### src/rtl/fetch_pkg.sv
// Shared types and constants for the fetch PC controller and its in-flight queue.
package fetch_pkg;

    localparam logic [31:0] RESET_PC_DEFAULT = 32'h0000_0000;
    localparam logic [31:0] PC_INC           = 32'd4;

    typedef struct packed {
        logic [31:0] pc;
        logic [31:0] pred_next;
        logic        pred;
    } ifq_entry_t;

endpackage

### src/rtl/pred_queue.sv
// Circular FIFO of fetched-instruction predictions, from fetch to EX.
module pred_queue
    import fetch_pkg::*;
#(
    parameter int DEPTH = 4
) (
    input  logic       clk,
    input  logic       rstn,
    input  logic       push,
    input  logic       pop,
    input  logic       clear,
    input  ifq_entry_t din,
    output ifq_entry_t head,
    output logic       full,
    output logic       empty
);
    localparam int AW = $clog2(DEPTH);

    ifq_entry_t       r_mem [DEPTH];
    logic [AW-1:0]    r_head;
    logic [AW-1:0]    r_tail;
    logic [AW:0]      r_count;

    // Storage carries no reset; validity is tracked by the pointers alone.
    always_ff @(posedge clk) begin
        if (push && !clear) begin
            r_mem[r_tail] <= din;
        end
    end

    always_ff @(posedge clk or negedge rstn) begin
        if (!rstn) begin
            r_head  <= '0;
            r_tail  <= '0;
            r_count <= '0;
        end else if (clear) begin
            r_head  <= '0;
            r_tail  <= '0;
            r_count <= '0;
        end else begin
            if (push) r_tail <= r_tail + AW'(1);
            if (pop)  r_head <= r_head + AW'(1);
            r_count <= r_count + (AW+1)'(push) - (AW+1)'(pop);
        end
    end

    assign head  = r_mem[r_head];
    assign full  = (r_count == (AW+1)'(DEPTH));
    assign empty = (r_count == '0);

endmodule

### src/rtl/fetch_pc_ctrl.sv
// Fetch PC register, EX-time prediction check, front-end redirect/flush and perf counters.
module fetch_pc_ctrl
    import fetch_pkg::*;
#(
    parameter int          DEPTH    = 4,
    parameter logic [31:0] RESET_PC = RESET_PC_DEFAULT,
    parameter int          CNT_W    = 16
) (
    input  logic             clk,
    input  logic             rstn,
    input  logic [31:0]      next_pc,
    input  logic             pred,
    input  logic             stall,
    input  logic             ex_adv,
    input  logic             ex_is_branch,
    input  logic             ex_taken,
    input  logic [31:0]      ex_target,
    output logic [31:0]      fpc,
    output logic             fetch_valid,
    output logic [31:0]      epc,
    output logic             flush,
    output logic [CNT_W-1:0] branch_cnt,
    output logic [CNT_W-1:0] mispred_cnt
);
    logic [31:0]      r_fpc;
    logic             r_flush;
    logic [CNT_W-1:0] r_branch_cnt;
    logic [CNT_W-1:0] r_mispred_cnt;

    ifq_entry_t  w_head;
    ifq_entry_t  w_din;
    logic        w_full;
    logic        w_empty;
    logic        w_pop;
    logic        w_push;
    logic        w_mispred;
    logic [31:0] w_actual_next;
    logic        w_unused_pred;

    assign w_pop         = ex_adv & ~w_empty;
    assign w_actual_next = (ex_is_branch & ex_taken) ? ex_target : (w_head.pc + PC_INC);
    assign w_mispred     = w_pop & (w_actual_next != w_head.pred_next);
    // A full queue still accepts a push when the head leaves in the same cycle.
    assign w_push        = ~stall & ~(w_full & ~w_pop) & ~w_mispred;
    assign w_din         = '{pc: r_fpc, pred_next: next_pc, pred: pred};
    assign w_unused_pred = w_head.pred;

    pred_queue #(.DEPTH(DEPTH)) u_queue (
        .clk   (clk),
        .rstn  (rstn),
        .push  (w_push),
        .pop   (w_pop),
        .clear (w_mispred),
        .din   (w_din),
        .head  (w_head),
        .full  (w_full),
        .empty (w_empty)
    );

    always_ff @(posedge clk or negedge rstn) begin
        if (!rstn) begin
            r_fpc         <= RESET_PC;
            r_flush       <= 1'b0;
            r_branch_cnt  <= '0;
            r_mispred_cnt <= '0;
        end else begin
            if (w_mispred)   r_fpc <= w_actual_next;
            else if (w_push) r_fpc <= next_pc;
            r_flush <= w_mispred;
            if (w_pop && ex_is_branch && (r_branch_cnt != '1))
                r_branch_cnt <= r_branch_cnt + CNT_W'(1);
            if (w_mispred && (r_mispred_cnt != '1))
                r_mispred_cnt <= r_mispred_cnt + CNT_W'(1);
        end
    end

    assign fpc         = r_fpc;
    assign fetch_valid = w_push;
    assign epc         = w_empty ? 32'h0 : w_head.pc;
    assign flush       = r_flush;
    assign branch_cnt  = r_branch_cnt;
    assign mispred_cnt = r_mispred_cnt;

endmodule

### config.mk
export PLATFORM = sky130hd
export DESIGN_NAME = fetch_pc_ctrl
export DESIGN_NICKNAME = d
export VERILOG_FILES = /design/src/rtl/fetch_pkg.sv /design/src/rtl/pred_queue.sv /design/src/rtl/fetch_pc_ctrl.sv
export SDC_FILE = /design/constraint.sdc
export NUM_CORES = 1
export LEC_CHECK = 0
export BUFFER_PORTS_ARGS = -buffer_cell sky130_fd_sc_hd__buf_2
export CORE_MARGIN = 2
export CORE_UTILIZATION = 55
export CTS_CLUSTER_SIZE = 40
export DETAILED_ROUTE_END_ITERATION = 8
export HOLD_SLACK_MARGIN = 0.08
export PLACE_DENSITY = 0.76
export SETUP_SLACK_MARGIN = 0.15
export SYNTH_ARGS = -nofsm -noshare
export SYNTH_HDL_FRONTEND = slang
export SYNTH_HIERARCHICAL = 1
export SYNTH_SLANG_ARGS = --single-unit
### constraint.sdc
create_clock -name clk -period 17.88 [get_ports clk]
set_input_delay 0.894 -clock clk [delete_from_list [all_inputs] [get_ports clk]]
set_output_delay 0.894 -clock clk [all_outputs]
set_load 0.005 [all_outputs]
[After elaboration in Yosys (flattened, before gate mapping)]
Memory sizes are Yosys's and may differ from the RTL's.
Cells that the tools add are included.
Operators by class
  add/sub/neg operators: 7
  equal/unequal tests: 4
  muxes and demuxes: 11
  bitwise logic cells: 11
  reductions and logical operators: 8
Operator list (count)
  two-way mux 32 bit: 4
  adder 16 x 1 -> 16 bit, second input constant: 2
  adder 32 x 3 -> 32 bit, second input constant: 1
  inequality test 16 bit, second input constant: 2
  inequality test 32 bit: 1
  two-way mux 2 bit: 4
  AND 1 bit: 6
  inverter 1 bit: 5
  adder 2 x 1 -> 2 bit, second input constant: 2
  logical AND 1 bit: 4
  nonzero test 2 bit: 2
  adder 3 x 1 -> 3 bit: 1
  == test 3 bit, second input constant: 1
  logical NOT 3 bit: 1
  two-way mux 3 bit: 1
  subtractor 3 x 1 -> 3 bit: 1
  two-way mux 1 bit: 2
  logical NOT 1 bit: 1
Storage, ports and cells
  register bits: 72
  bits in writable memories: 260
  input port bits: 71
  output and inout bits: 98
  logic and storage cells: 49
  memories kept: 1
Memories
  u_queue.r_mem: depth 4, bits a word 65, read ports 1, clocked after Yosys merged registers in 0, wr ports 1, line pred_queue.sv:19  | ifq_entry_t r_mem [DEPTH];

[Depth between registers and ports, before layout]
Gate-level depths: netlist of the first run.
  depth in word-level cells: 11
  depth in mapped cells: 22
  mapped depth without buffers: 17

[Cells and area by module]
The synthesis of the first run kept the hierarchy.
By module, submodules not included
  pred_queue: times used 1, cells each 379, area an instance 9829.4 µm², seq. area each 7982.7 µm²
  fetch_pc_ctrl: times used 1, cells each 624, area an instance 5312.6 µm², seq. area each 1626.6 µm²

[Worst setup path before layout of the first run]
OpenSTA, ideal clock, no wires.
  kind: flip-flop to flip-flop
  start: register u_queue.r_head[0]
  end: memory u_queue/r_mem[0][0] (netlist bit), enable pin
  setup time: 0.430 ns
  arrival: 5.698 ns
  data required time: 17.450 ns
  path slack: 11.752 ns
  stages on the path, launching flop included: 19
  path buffers: 5
  period minus slack after synthesis: 6.128 ns
  cells stage by stage: dfrtp_1 -> buf_6 -> buf_4 -> mux4_2 -> buf_2 -> and4_1 -> and4_1 -> buf_4 -> and3_1 -> xnor3_1 -> and4b_1 -> nor4b_1 -> o31ai_2 -> o31ai_4 -> buf_4 -> inv_2 -> nor3_1 -> nor2b_1 -> and2_1
RTL lines
  from (decl): line pred_queue.sv:20  | logic [AW-1:0] r_head;
  from (signal assigned): line pred_queue.sv:42  | if (pop) r_head <= r_head + AW'(1);
  to (decl): line pred_queue.sv:19

==> summary.txt, run 1 <==
Floorplanning
  – Die Y: between 150 and 200 um
  – Die X: around 170 um
  – Initial core utilization: between 50% and 60%
  – # rows: 60
  – Die area: roughly 29000 um2
  – Ports: approximately 170
  – Core Region: 26880 um2

Routing
  – TritonRoute pass-1 iters: 5
  – First DRT Iteration DRCs: 1016
  – DRC: 0
  – Final wirelength: 36150 um
  – Wire length per cell: between 20 and 25 um
  – Drt via density: between 6 and 7
  – DRT antenna net count: 0
  – Routed vias: ~9500

Power and ir drop
  – Psw: between 1 and 1.5 mW
  – Clock Power Share: between 20% and 30%
  – Pint: about 1.9 mW
  – Reg power frac: around two fifths
  – Peak supply drop: between 0.1 and 0.15 mV
  – Power per cell area: 169.5 nW/um2
  – Combinational power share: a little over a third
  – Leakage: 6.315 nW
  – Sw frac: 34.85%

Critical path
  – Most frequent CP cell: buf_4
  – Slowest cell on crit path: dfrtp_4
  – Critical Path RT: between 15 and 20 ns
  – Crit path kind: flip-flop to flip-flop
  – Crit-path cells: buf_4, mux4_2, nand4_1, nor4_2, and3_1, o21ai_1, and4b_1, nor4b_1, o31ai_2, o31ai_4, buf_4, inv_2, nor3_1, nor2b_1, and2_2, buf_4
  – Kind of cell adding the most delay to the critical path: simple AND/OR/NAND/NOR gates
  – Crit-path max cell delay: 0.89 ns
  – Crit Path Max Fanout: 76
  – Startpoint Class: flip-flop
  – Critical path depth in cells: 16
  – Crit path capture type: flip-flop
  – Worst reg2reg path depth: 16
  – Crit path buf inv count: 4
  – CP Data Arrival Time: 7.88 ns
  – Reg2reg start: u_queue/r_head[0]$_DFFE_PN0P_
  – Reg-to-reg critical path endpoint: u_queue/r_mem[0][20]$_DFFE_PP_
  – Reg2Reg Setup Slack: between 10 and 15 ns

Layout
  – Seq. cell area: 9494 um2
  – Multi-input gate area: 5132 um2
  – Layout overhead on the synthesized area: 15.16%
  – Filler cells: roughly 1900
  – Layout cell share with drive strength beyond 1: between 20 and 30%
  – Layout Nets: 1247
  – Final Util: 64.27%

Timing
  – Tcrit/Tclk final: 43.34%
  – Worst-margin pin slew: 1.060 ns
  – Post-route clock skew: around 0.019 ns
  – Shortest period the worst path allows: about 7.7 ns
  – Fin. Hold Viols: 0
  – Achievable Freq: between 100 and 150 MHz
  – Slew headroom: 29.34%
  – Pins Over Slew Limit: 0
  – Setup TNS: 0 ns
  – RSZ-0062 raised after global routing: false
  – Number of setup violations in the final report: 0

Global routing
  – Overall routing resource usage: between 20% and 30%
  – GR peak layer: met2
  – Largest net degree at the start of global routing: slightly below 80
  – Routing usage on met2: about two fifths
  – Grt ovf: 0
  – Number of antenna violations at the first check in global routing: 7
  – Met3 global-route usage: around 5%
  – First-pass GRT wire length: 54930 um
  – Vias in the first global route: between 9000 and 10000
  – M1 GR Usage: roughly 37%

Yosys
  – Average cell area after synthesis: ~15 um2
  – Synth Warn #: 6
  – Syn_nets: between 1000 and 1500
  – Post-synthesis instance total: about 1000
  – Cell Area, Synth: roughly 15000 um2

Placement
  – Port bufs: roughly 170
  – Final HPWL DP: 23120 um
  – RD Place Congestion: roughly 0.94

CTS
  – CTS tree: yes
  – Clock-pin slew on the worst setup and hold paths: about 0.060 ns
  – CTS root buffer: clkbuf_16
  – Total CTS buffers: 35
  – Clock sink count: 328
  – Post-cts resize count: 0
  – Clock latency on the worst-skew pair: approximately 0.52 ns
  – CTS max path bufs: 3
  – Setup Buffers After CTS: 0
  – H-tree lvl count: 2
  – Hold Buf Count CTS: 0

Worst hold path
  – HP Class: input pin to asynchronous set/reset pin

Status
  – Status: complete, no violations

Flow run
  – MaxCap Viol Count: 0
-- state kept, by name (all words and copies together), names as in the netlist --
register and flops:
u_queue/r_tail 2, u_queue/r_head 2, mispred_cnt 16, u_queue/r_mem 256, branch_cnt 16, flush 1
u_queue/r_count 3, fpc 32
-- cell type report --
class                      count  area share (%)
tap                          341           2.470
clock inverter                18           1.355
sequential                   328           54.97
timing repair buffer         179           5.375
multi-input combinational    593           29.71
antenna                        4         0.05795
clock buffer                  46           5.433
inverter                      29          0.6302
-- worst max path at each step --
stage / startpoint / end
floorplan: u_queue/r_head[0]$_DFFE_PN0P_ / u_queue/r_mem[0][10]$_DFFE_PP_
global placement: u_queue/r_head[0]$_DFFE_PN0P_ / u_queue/r_mem[0][17]$_DFFE_PP_
detailed placement: u_queue/r_head[0]$_DFFE_PN0P_ / u_queue/r_mem[0][16]$_DFFE_PP_
CTS: u_queue/r_head[0]$_DFFE_PN0P_ / u_queue/r_mem[0][42]$_DFFE_PP_
global route: u_queue/r_head[0]$_DFFE_PN0P_ / u_queue/r_mem[0][42]$_DFFE_PP_
finish: u_queue/r_head[0]$_DFFE_PN0P_ / u_queue/r_mem[0][20]$_DFFE_PP_
-- layout by cell type (no fill, tap or decap), types with 13 or more instances in the layout --
cell	count
clkbuf_16	36
nor2_1	58
nand2_1	45
xnor2_1	51
buf_2	166
nor2b_1	29
edfxtp_1	256
mux2i_1	30
nor3_1	16
nand4_1	18
mux4_2	64
dfrtp_1	70
nand3_1	28
inv_1	28
o21ai_0	22
a21oi_1	33
xor2_1	32
buf_4	13
-- layer usage --
layer,share of wire (%),up-vias
met1,40,4766
met2,47,479
met4,2.6,4
li1,-,4184
met5,0.058,-
met3,9.6,69
-- power groups by stage --
stage          clock, mW  sequential [mW]  combinational [mW]
3_5_place_dp           0             1.14                1.05
4_1_cts            0.743             1.13                1.06
6_report           0.734             1.13                1.07
2_1_floorplan          0             1.09               0.752
3_3_place_gp           0             1.13                1.04
5_1_grt            0.774             1.15                1.15
-- metrics by stage --
| step | setup WS, ns | instance area [um2] | cells | power, mW | hold WS [ns] |
|---|---|---|---|---|---|
| 6_report | 10.13 | 17270 | 1538 | 2.928 | 0.2804 |
| 5_1_grt | 9.618 | 17270 | 1537 | 3.075 | 0.3009 |
| 4_1_cts | 10.09 | 17260 | 1534 | 2.936 | 0.2889 |
| 3_5_place_dp | 10.12 | 16090 | 1470 | 2.198 | 0.4752 |
| 3_3_place_gp | 10.21 | 16090 | 1470 | 2.172 | 0.4687 |
| 2_1_floorplan | 11.78 | 15000 | 998 | 1.841 | 0.4774 |
No activity file was read; power rests on OpenSTA's default activity.
==> run 2: changes to the inputs <==
--- a/config.mk
+++ b/config.mk
@@ -5,13 +5,14 @@
 export SDC_FILE = /design/constraint.sdc
 export NUM_CORES = 1
 export LEC_CHECK = 0
+export ABC_AREA = 1
 export BUFFER_PORTS_ARGS = -buffer_cell sky130_fd_sc_hd__buf_2
 export CORE_MARGIN = 2
-export CORE_UTILIZATION = 55
+export CORE_UTILIZATION = 54
 export CTS_CLUSTER_SIZE = 40
 export DETAILED_ROUTE_END_ITERATION = 8
 export HOLD_SLACK_MARGIN = 0.08
-export PLACE_DENSITY = 0.76
+export PLACE_DENSITY = 0.77
 export SETUP_SLACK_MARGIN = 0.15
 export SYNTH_ARGS = -nofsm -noshare
 export SYNTH_HDL_FRONTEND = slang
==> constraint.sdc (replaced) <==
create_clock -name clk -period 6.6 [get_ports clk]
set_input_delay 0.33 -clock clk [delete_from_list [all_inputs] [get_ports clk]]
set_output_delay 0.33 -clock clk [all_outputs]
set_load 0.005 [all_outputs]
==> run 2 against run 1 <==
- clock skew is 0.0021 ns lower
- fmax is 42% higher
- global-route usage is 1.1 points higher
- first-iteration DRC count is 24% higher
- sequential share of layout area is 3.8 points lower
- critical path depth is 9 higher
- critical endpoint is now u_queue/r_mem[2][56]$_DFFE_PP_
- highest routed layer unchanged
==> summary.txt, run 2 <==
Status
  – Status: complete, no violations

Global routing
  – Overall routing resource usage: 26.60% (+1.1 points)
  – Number of antenna violations at the first check in global routing: 5 (-2)
  – First-pass GRT wire length: 63980 um (+16%)
  – Vias in the first global route: 11950 (+29%)
  – Grt ovf: 0 (unchanged)
  – Largest net degree at the start of global routing: 113 (+47%)

Floorplanning
  – Ports: 169 (unchanged)
  – Initial core utilization: 55.21% (-0.60 points)
  – Core Region: 28860 um2 (+7.4%)
  – Die area: 30900 um2 (+8.0%)
  – # rows: 62 (+3.3%)
  – Die Y: 175.8 um (+3.9%)
  – Die X: 175.8 um (+3.9%)

Placement
  – Dpl cells: 2146 (+46%)
  – Pre-CTS setup slack: 1.294 ns (-8.823 ns)
  – Placed inst area: 17050 um2 (+5.9%)
  – Final HPWL DP: 26630 um (+15%)
  – Port bufs: 167 (unchanged)
  – RD Place Congestion: 0.9354 (-0.21%)

Layout
  – Layout cell share with drive strength beyond 1: 15.67% (-12 points)
  – Finished Layout Cells: 2244 (+46%)
  – Layout Nets: 1912 (+53%)
  – Largest register FFs: 256 (unchanged)
  – Most frequent cells in the layout: nand2_1 (424), edfxtp_1 (256), inv_1 (228)
  – Most common cell after layout, fill and taps aside: nand2_1
  – Filler cells: 2233 (+15%)
  – Layout overhead on the synthesized area: 16.52%
  – Post-route cell area: 18560 um2 (+7.5%)
  – Reg with most FFs: u_queue/r_mem

Routing
  – DRT antenna net count: 0 (unchanged)
  – Routed vias: 12490 (+31%)
  – First DRT Iteration DRCs: 1263 (+24%)
  – Final wirelength: 41100 um (+14%)
  – Wire length per cell: 18.31 um (-22%)
  – DRC: 0 (unchanged)
  – Drt via density: 5.564 (-9.9%)
  – TritonRoute pass-1 iters: 7 (+2)

Power and ir drop
  – Power per cell area: 441.9 nW/um2 (+160%)
  – Peak supply drop: 0.2428 mV (+89%)
  – Leakage: 8.154 nW (+29%)

CTS
  – CTS max path bufs: 3 (unchanged)
  – Clock sink count: 328 (unchanged)
  – Total CTS buffers: 35 (unchanged)
  – Setup Buffers After CTS: 0 (unchanged)
  – Clock-pin slew on the worst setup and hold paths: 0.06 ns (about the same)
  – CTS root buffer: clkbuf_16
  – CTS tree: yes
  – Post-cts resize count: 0 (unchanged)
  – Clock latency on the worst-skew pair: 0.51 ns (about the same)
  – H-tree lvl count: 2 (unchanged)

Critical path
  – CP Data Arrival Time: 5.60 ns (-2.28 ns)
  – Crit path capture type: flip-flop
  – Startpoint Class: flip-flop
  – Most frequent CP cell: nand2_1
  – Critical Path RT: 6.76 ns (-11.25 ns)
  – Crit-path max cell delay: 0.43 ns (-0.46 ns)
  – Crit Path Max Fanout: 112 (+47%)
  – Crit path kind: flip-flop to flip-flop
  – Worst reg2reg path depth: 25 (+9)
  – Kind of cell adding the most delay to the critical path: simple AND/OR/NAND/NOR gates
  – Slowest cell on crit path: dfrtp_1
  – Crit path buf inv count: 4 (unchanged)
  – Critical path depth in cells: 25 (+9)

Timing
  – Achievable Freq: 183.8 MHz (+42%)
  – Number of setup violations in the final report: 0 (unchanged)
  – Worst-margin pin slew: 1.030 ns (-0.02958 ns)
  – Worst Setup Slack, final: 1.158 ns (-8.972 ns)
  – Setup TNS: 0 ns (unchanged)
  – Fin. Hold Viols: 0 (unchanged)
  – RSZ-0062 raised after global routing: false
  – Tcrit/Tclk final: 82.45% (+39 points)
  – Shortest period the worst path allows: 5.442 ns (-2.308 ns)
  – Slew headroom: 31.31% (+2.0 points)
  – Min Hold Slack: 0.09643 ns (-0.1840 ns)
  – Pins Over Slew Limit: 0 (unchanged)
  – Post-route clock skew: 0.01692 ns (-0.002096 ns)

Flow run
  – MaxCap Viol Count: 0 (unchanged)

Yosys
  – Cell Area, Synth: 15930 um2 (+6.2%)
  – Post-synthesis instance total: 1646 (+65%)
  – Syn_nets: 1727 (+60%)
  – Synth Warn #: 6 (unchanged)
  – Average cell area after synthesis: 9.680 um2 (-36%)

Worst hold path
  – HP Class: input pin to flip-flop
  – Hold path cells: 1
-- run 2: timing repair --
item,in CTS,in global routing
hold endpoints to repair,193,0
hold buffers,32,0
setup endpoints to repair,0,0
-- run 2: final cells by class --
type	instances	area, um2	area share, %
clock buffers	43	948.4	5.109
diodes	3	7.507	0.04044
inverters	233	880.8	4.745
clock inverters	20	242.7	1.308
multi-input cells	1011	5157	27.78
flip-flops and latches	328	9490	51.12
repair buffers	222	1356	7.306
well taps	384	480.5	2.588
-- run 2: metrics by stage --
step	util [%]	power, mW
after CTS	64.30	8.183
after detailed placement	59.07	6.136
after global routing	64.31	8.705
after global placement	59.07	6.022
after floorplan	-	5.118
final	64.33	8.203
-- run 2: worst paths after layout --
kind                                                        to  slack (ns)                          start
min in group asynchronous           mispred_cnt[9]$_DFFE_PN0P_        0.56                           rstn
worst min register to register       branch_cnt[9]$_DFFE_PN0P_        0.50      branch_cnt[9]$_DFFE_PN0P_
worst min-delay path            u_queue/r_mem[2][10]$_DFFE_PP_         0.1                     next_pc[9]
worst max-delay path            u_queue/r_mem[2][56]$_DFFE_PP_        1.16  u_queue/r_head[0]$_DFFE_PN0P_
worst max register to register  u_queue/r_mem[2][56]$_DFFE_PP_        1.16  u_queue/r_head[0]$_DFFE_PN0P_
max in group asynchronous        u_queue/r_head[1]$_DFFE_PN0P_        5.33                           rstn
-- run 2: routing by layer --
| metal | global-route usage, % | routed length, um | vias up |
|---|---|---|---|
| met5 | 0 | 25 | - |
| met1 | 36.03 | 16760 | 5855 |
| li1 | - | - | 5911 |
| met3 | 5.238 | 3669 | 104 |
| met4 | 10.16 | 1367 | 4 |
| met2 | 42.75 | 19270 | 611 |
-- run 2: power breakdown --
part	leakage [nW]	internal, mW	switching [mW]	total [mW]
logic	4.34	1.04	2.16	3.20
clock network	0.575	1.23	0.799	2.02
registers	3.24	2.70	0.279	2.98
